### src/rtl/sel_token_issuer_pkg.sv
// Shared types for the select-token issuer: FSM state encoding and select width.
package sel_issue_pkg;

  localparam int unsigned SEL_W = 2;

  typedef enum logic [1:0] {
    StIdle,
    StSetup,
    StDrive,
    StWait
  } state_e;

endpackage

### src/rtl/sel_token_issuer_if.sv
// Command handshake into the issuer: valid/ready with a branch-select payload.
interface sel_token_issuer_if;
  import sel_issue_pkg::*;

  logic             cmd_valid;
  logic             cmd_ready;
  logic [SEL_W-1:0] cmd_sel;

  modport master (output cmd_valid, output cmd_sel, input cmd_ready);
  modport slave  (input cmd_valid, input cmd_sel, output cmd_ready);

endinterface

### src/rtl/sel_token_issuer_cmd_fifo.sv
// Power-of-two synchronous FIFO with asynchronous active-high reset and occupancy count.
module cmd_fifo
  import sel_issue_pkg::*;
#(
  parameter int unsigned DEPTH = 4,
  parameter int unsigned WIDTH = SEL_W
) (
  input  logic                     clk_i,
  input  logic                     rst_i,
  input  logic                     push_i,
  input  logic [WIDTH-1:0]         wdata_i,
  input  logic                     pop_i,
  output logic [WIDTH-1:0]         rdata_o,
  output logic                     full_o,
  output logic                     empty_o,
  output logic [$clog2(DEPTH):0]   count_o
);

  localparam int unsigned PW = $clog2(DEPTH);
  localparam logic [PW:0] FullCnt = (PW + 1)'(DEPTH);

  logic [WIDTH-1:0] mem_q [DEPTH];
  logic [PW-1:0]    wr_ptr_q, rd_ptr_q;
  logic [PW:0]      count_q,  count_d;
  logic             do_push, do_pop;

  assign full_o  = (count_q == FullCnt);
  assign empty_o = (count_q == '0);
  assign count_o = count_q;
  assign rdata_o = mem_q[rd_ptr_q];
  assign do_push = push_i && !full_o;
  assign do_pop  = pop_i && !empty_o;

  always_comb begin
    count_d = count_q;
    unique case ({do_push, do_pop})
      2'b10:   count_d = count_q + 1'b1;
      2'b01:   count_d = count_q - 1'b1;
      default: count_d = count_q;
    endcase
  end

  always_ff @(posedge clk_i or posedge rst_i) begin
    if (rst_i) begin
      wr_ptr_q <= '0;
      rd_ptr_q <= '0;
      count_q  <= '0;
    end else begin
      if (do_push) wr_ptr_q <= wr_ptr_q + 1'b1;
      if (do_pop)  rd_ptr_q <= rd_ptr_q + 1'b1;
      count_q <= count_d;
    end
  end

  // Storage needs no reset: only read when the count says it holds data.
  always_ff @(posedge clk_i) begin
    if (do_push) mem_q[wr_ptr_q] <= wdata_i;
  end

endmodule

### src/rtl/sel_token_issuer.sv
// Clocked token source for a two-way conditional split: queues selects, drives one token at a
// time and waits for the split's asynchronous free pulse before issuing the next.
module sel_token_issuer
  import sel_issue_pkg::*;
#(
  parameter int unsigned DEPTH        = 4,
  parameter int unsigned DRIVE_CYCLES = 2,
  parameter int unsigned TIMEOUT      = 255,
  parameter int unsigned CNT_W        = 16
) (
  input  logic              clk,
  input  logic              rst,
  sel_token_issuer_if.slave cmd,
  output logic              o_drive,
  output logic              o_valid0,
  output logic              o_valid1,
  input  logic              i_free,
  input  logic              clr_timeout,
  output logic              o_busy,
  output logic              o_timeout,
  output logic [CNT_W-1:0]  o_done_cnt
);

  localparam int unsigned PW = $clog2(DEPTH);
  localparam int unsigned DW = (DRIVE_CYCLES > 1) ? $clog2(DRIVE_CYCLES) : 1;
  localparam int unsigned TW = (TIMEOUT > 0) ? $clog2(TIMEOUT + 1) : 1;
  localparam logic [DW-1:0] DrvLast = DW'(DRIVE_CYCLES - 1);
  localparam logic [TW-1:0] ToMax   = TW'(TIMEOUT);

  state_e           state_q, state_d;
  logic [DW-1:0]    drv_cnt_q, drv_cnt_d;
  logic [TW-1:0]    wait_cnt_q, wait_cnt_d;
  logic [SEL_W-1:0] valid_q, valid_d;
  logic [CNT_W-1:0] done_q, done_d;
  logic             pend_q, pend_d;
  logic             timeout_q, timeout_d;
  logic [2:0]       sync_q;
  logic             free_edge;

  logic             fifo_pop, fifo_full, fifo_empty;
  logic [SEL_W-1:0] fifo_rdata;
  logic [PW:0]      fifo_cnt;

  cmd_fifo #(
    .DEPTH (DEPTH),
    .WIDTH (SEL_W)
  ) u_cmd_fifo (
    .clk_i   (clk),
    .rst_i   (rst),
    .push_i  (cmd.cmd_valid),
    .wdata_i (cmd.cmd_sel),
    .pop_i   (fifo_pop),
    .rdata_o (fifo_rdata),
    .full_o  (fifo_full),
    .empty_o (fifo_empty),
    .count_o (fifo_cnt)
  );

  // Two synchronizer flops, third flop only for rising-edge detection.
  assign free_edge = sync_q[1] & ~sync_q[2];

  always_comb begin
    state_d    = state_q;
    drv_cnt_d  = drv_cnt_q;
    wait_cnt_d = '0;
    valid_d    = valid_q;
    done_d     = done_q;
    pend_d     = pend_q;
    fifo_pop   = 1'b0;
    unique case (state_q)
      StIdle: begin
        pend_d = 1'b0;
        if (!fifo_empty) begin
          fifo_pop = 1'b1;
          if (fifo_rdata != '0) begin
            valid_d = fifo_rdata;
            state_d = StSetup;
          end
        end
      end
      StSetup: begin
        drv_cnt_d = '0;
        state_d   = StDrive;
        if (free_edge) pend_d = 1'b1;
      end
      StDrive: begin
        if (free_edge) pend_d = 1'b1;
        if (drv_cnt_q == DrvLast) state_d = StWait;
        else                      drv_cnt_d = drv_cnt_q + 1'b1;
      end
      StWait: begin
        if (free_edge || pend_q) begin
          valid_d = '0;
          pend_d  = 1'b0;
          done_d  = done_q + 1'b1;
          state_d = StIdle;
        end else begin
          wait_cnt_d = (wait_cnt_q == ToMax) ? wait_cnt_q : wait_cnt_q + 1'b1;
        end
      end
      default: state_d = StIdle;
    endcase
  end

  // Set beats clear when the counter still sits at the limit.
  always_comb begin
    timeout_d = timeout_q & ~clr_timeout;
    if ((TIMEOUT != 0) && (state_q == StWait) && (wait_cnt_q == ToMax)) timeout_d = 1'b1;
  end

  always_ff @(posedge clk or posedge rst) begin
    if (rst) begin
      state_q    <= StIdle;
      drv_cnt_q  <= '0;
      wait_cnt_q <= '0;
      valid_q    <= '0;
      done_q     <= '0;
      pend_q     <= 1'b0;
      timeout_q  <= 1'b0;
      sync_q     <= '0;
    end else begin
      state_q    <= state_d;
      drv_cnt_q  <= drv_cnt_d;
      wait_cnt_q <= wait_cnt_d;
      valid_q    <= valid_d;
      done_q     <= done_d;
      pend_q     <= pend_d;
      timeout_q  <= timeout_d;
      sync_q     <= {sync_q[1:0], i_free};
    end
  end

  assign cmd.cmd_ready = !fifo_full;
  assign o_drive       = (state_q == StDrive);
  assign o_valid0      = valid_q[0];
  assign o_valid1      = valid_q[1];
  assign o_busy        = (state_q != StIdle) | (fifo_cnt != '0);
  assign o_timeout     = timeout_q;
  assign o_done_cnt    = done_q;

endmodule

### src/flat_wrapper.sv
// flat-port wrapper written by rule: the top's interface ports become plain ports
module sel_token_issuer_flat import sel_issue_pkg::*;
#(
  parameter int unsigned DEPTH        = 4,
  parameter int unsigned DRIVE_CYCLES = 2,
  parameter int unsigned TIMEOUT      = 255,
  parameter int unsigned CNT_W        = 16
)
  (clk, rst, o_drive, o_valid0, o_valid1, i_free, clr_timeout, o_busy, o_timeout, o_done_cnt, cmd_cmd_valid, cmd_cmd_sel, cmd_cmd_ready);
  sel_token_issuer_if cmd_i ();
  input  logic clk;
  input  logic rst;
  output logic o_drive;
  output logic o_valid0;
  output logic o_valid1;
  input  logic i_free;
  input  logic clr_timeout;
  output logic o_busy;
  output logic o_timeout;
  output logic [CNT_W-1:0] o_done_cnt;
  input wire logic [$bits(cmd_i.cmd_valid)-1:0] cmd_cmd_valid;
  input wire logic [$bits(cmd_i.cmd_sel)-1:0] cmd_cmd_sel;
  output wire logic [$bits(cmd_i.cmd_ready)-1:0] cmd_cmd_ready;
  assign cmd_i.cmd_valid = cmd_cmd_valid;
  assign cmd_i.cmd_sel = cmd_cmd_sel;
  assign cmd_cmd_ready = cmd_i.cmd_ready;
  sel_token_issuer #(.DEPTH(DEPTH), .DRIVE_CYCLES(DRIVE_CYCLES), .TIMEOUT(TIMEOUT), .CNT_W(CNT_W)) u_core (.clk(clk), .rst(rst), .cmd(cmd_i), .o_drive(o_drive), .o_valid0(o_valid0), .o_valid1(o_valid1), .i_free(i_free), .clr_timeout(clr_timeout), .o_busy(o_busy), .o_timeout(o_timeout), .o_done_cnt(o_done_cnt));
endmodule
### config.mk
export PLATFORM = sky130hd
export DESIGN_NAME = sel_token_issuer_flat
export DESIGN_NICKNAME = d
export VERILOG_FILES = /design/src/rtl/sel_token_issuer_pkg.sv /design/src/rtl/sel_token_issuer_if.sv /design/src/rtl/sel_token_issuer_cmd_fifo.sv /design/src/rtl/sel_token_issuer.sv /design/src/flat_wrapper.sv
export SDC_FILE = /design/constraint.sdc
export NUM_CORES = 1
export LEC_CHECK = 0
export BUFFER_PORTS_ARGS = -buffer_cell sky130_fd_sc_hd__buf_2
export CELL_PAD_IN_SITES_DETAIL_PLACEMENT = 1
export CELL_PAD_IN_SITES_GLOBAL_PLACEMENT = 1
export CORE_MARGIN = 2
export CORE_UTILIZATION = 25
export DETAILED_ROUTE_END_ITERATION = 8
export PLACE_DENSITY_LB_ADDON = 0.1
export RECOVER_POWER = 50
export SETUP_SLACK_MARGIN = 0.02
export SYNTH_ARGS = -nofsm -noshare
export SYNTH_HDL_FRONTEND = slang
export SYNTH_SLANG_ARGS = --single-unit
### constraint.sdc
create_clock -name clk -period 2.5 [get_ports clk]
set_input_delay 0.5 -clock clk [delete_from_list [all_inputs] [get_ports clk]]
set_output_delay 0.5 -clock clk [all_outputs]
set_load 0.05 [all_outputs]
==> results_dict.tcl <==
set metrics [dict create \
    status "completed" \
    via_count 1504 \
    setup_ws_ns 0.444 \
    io_buffer_count 28 \
    cts_buffers 5 \
    die_h_um 99.1 \
    p_leak_nw 1.21 \
    grt_pass1_vias 1624 \
    pwr-share-clk_pct 17.6 \
    dp_slack_ns 0.449 \
    vias_per_cell 4.50 \
    fp.dieW_um 99.1 \
    fillers 993 \
    cpMostUsedCell "ha_1" \
    critPathMaxFanout 5 \
    grt_pass1_wl_um 7890 \
    clkLatencyLatePin_ns 0.30 \
    power-per-cell-area_nw_per_um2 1020 \
    post_cts_resized 0 \
    syn_nets 210 \
    fin_crit_ns 2.06 \
    dpl.cell_count 326 \
    clkTransAtPathRegs_ns 0.09 \
    cp-start-kind "flip-flop" \
    core-area_um2 8760 \
    clock_sinks 49 \
    io-pin-count 29 \
    critical_path_buf_inv_count 1 \
    drtAntennaViolNets 0 \
    fin_util_pct 29.9 \
    instances_no_fill 334 \
    cts_tree "built" \
    multi_input_area_um2 932 \
    hold_viol_final 0 \
    slew_headroom_pct 27.9 \
    drt_iter0_drc 63 \
    postSynth.asyncResetShare_pct 83.7 \
    htreeDepth 2 \
    synth-seq-cells 49 \
    critPathRequiredTime_ns 2.69 \
    ctsHoldBuffers 0 \
    hold_class "primary input to flip-flop" \
    fin_hold_ws_ns 0.302 \
    postSynthAreaPerCell_um2 11.8 \
    setup_tns_ns 0 \
    grt_antenna_before_repair 0 \
    place_hpwl_um 3280 \
    synthFlopType "dfrtp_1" \
    synth_area_um2 2260 \
    drv_slew 0 \
    drt_wl_total_um 4620 \
    synthDistinctLibCells 40 \
    drt_first_pass_iters 4 \
    combPwrFrac_pct 39.0 \
    ir_worst_vdd_v 0.000302 \
    skew_ns 0.00683 \
    fmax_mhz 486 \
    switchingPower_mw 1.08 \
    diodes 0 \
    rows 34 \
    path_cells "inv_1 -> ha_1 -> o31a_1 -> ha_1 -> fa_1 -> mux2_2" \
    rsz0062_at_grt "false" \
    critPathKind "flip-flop to flip-flop" \
    synth_edf_count 8 \
    cpLargestDelayFamily "adder cells" \
    ys_seq_area_share_pct 56.0 \
    period_share_pct 82.2 \
    drv_cap 0 \
    place_congestion 0.726 \
    critical_path_arrival_ns 2.24 \
    tightest_slew_ns 1.08 \
    setup_viol 0 \
    layout.nets 244 \
    wl_per_cell_um 13.8 \
    grt_max_degree 42 \
    area_growth_pct 15.7 \
    dieArea_um2 9830 \
    grt_overflow_total 0 \
    p_sw_share_pct 40.2 \
    worst_path_largest_cell_delay_ns 0.41 \
    root_buffer "clkbuf_8" \
    end_kind "flip-flop" \
    initial_core_util_pct 25.8 \
    drc 0 \
    ff_latch_area_um2 1270 \
    grtUsageTotal_pct 10.1 \
    p_int_mw 1.60 \
    postCtsSetupBuffers 0 \
    seqPwrFrac_pct 43.5 \
    critPathSlowestCell "dfrtp_1" \
    ys_warn_count 0 \
    syn-instance-count 191 \
    drive_above_1_share_pct 16.8 \
    cts_buffer_depth 2 \
]
[cells by family after synthesis]
| kind of cell | Yosys count | synth area share [%] |
|---|---|---|
| compound gates | 20 | 6.58 |
| xor+xnor | 23 | 8.90 |
| fa+ha+maj | 12 | 6.97 |
| buf+inv | 17 | 2.82 |
| flops | 49 | 56.0 |
| mux | 7 | 4.76 |
| simple gates | 63 | 14.0 |
[synth_stat cells (2+ instances only)]
master	n	area share [%]
nor3_1	8	1.8
nor3b_1	2	0.66
ha_1	11	6.1
a31oi_1	3	0.83
nand2_1	9	1.5
edfxtp_1	8	11
nor2_1	18	3.0
o2111ai_1	2	0.77
or3_1	2	0.55
and3_1	9	2.5
xor2_1	11	4.3
mux4_1	2	2.3
nor4_1	2	0.55
xnor2_1	12	4.6
dfrtp_1	41	45
nand3_1	7	1.5
mux2_2	3	1.5
clkbuf_1	2	0.33
o21ai_0	4	0.88
inv_1	15	2.5
[layout make-up]
cell class / instances / area share [%]
Clock buffer: 7 / 2.92
Clock inverter: 1 / 0.287
Inverter: 15 / 2.15
Multi-Input combinational cell: 125 / 35.6
Sequential cell: 49 / 48.4
Tap cell: 108 / 5.17
Timing Repair Buffer: 29 / 5.45
[power by group through the flow]
| stage | sequential, mW | combinational [mW] | clock, mW |
|---|---|---|---|
| 6_report | 1.16 | 1.04 | 0.471 |
| 5_1_grt | 1.20 | 1.17 | 0.539 |
| 4_1_cts | 1.17 | 1.07 | 0.503 |
| 3_5_place_dp | 1.18 | 1.07 | 0 |
| 3_3_place_gp | 1.18 | 1.06 | 0 |
| 2_1_floorplan | 1.30 | 0.677 | 0 |
[metrics by stage]
step	total power [mW]	instance area [um2]
finish	2.68	2620
global route	2.91	2620
CTS	2.74	2620
detailed placement	2.25	2540
global placement	2.24	2540
floorplan	1.98	2260
[path summary, 6_finish.rpt]
check / from / end / slack, ns / cells after the start
worst min register to register: u_core.sync_q[0] / u_core.sync_q[1] / 0.37 / 0
max in group asynchronous: rst / u_core.wait_cnt_q[4] / 1.31 / 3
worst max-delay path: u_core.state_q[0] / u_core.u_cmd_fifo.count_o[1] / 0.44 / 6
worst max register to register: u_core.state_q[0] / u_core.u_cmd_fifo.count_o[1] / 0.44 / 6
min in group asynchronous: rst / u_core.valid_q[0] / 0.52 / 3
worst min-delay path: i_free / u_core.sync_q[0] / 0.30 / 1
[layer usage]
layer,vias up,routed length [um],GRT usage [%]
li1,732,-,-
met1,752,2250,13.5
met2,15,2200,16.5
met3,5,112,2.11
met4,0,52,3.48
met5,-,0,0
[flip-flops by register name (all words and copies together) (netlist names)]
| register | flops |
|---|---|
| u_core.sync_q | 3 |
| u_core.u_cmd_fifo.wr_ptr_q | 2 |
| u_core.u_cmd_fifo.rd_ptr_q | 2 |
| u_core.o_done_cnt | 16 |
| u_core.valid_q | 2 |
| u_core.wait_cnt_q | 8 |
| u_core.state_q | 2 |
| u_core.u_cmd_fifo.count_o | 3 |
| u_core.o_timeout | 1 |
| u_core.pend_q | 1 |
| u_core.drv_cnt_q | 1 |
| u_core.u_cmd_fifo.mem_q | 8 |
[placed cells by master, fill, tap and decap left out, types with 2 or more instances in the layout]
cell	n
and3_1	9
xor2_1	11
nor2_1	18
mux2_2	3
edfxtp_1	8
nor3b_1	2
or3_1	2
clkbuf_8	5
a31oi_1	3
nand2_1	9
nand3_1	7
dfrtp_1	41
o2111ai_1	2
o21ai_0	4
xnor2_1	12
mux4_1	2
clkbuf_1	4
nor3_1	8
nor4_1	2
buf_2	26
ha_1	11
inv_1	14
Note: power is estimated with default switching activity, not from simulation.
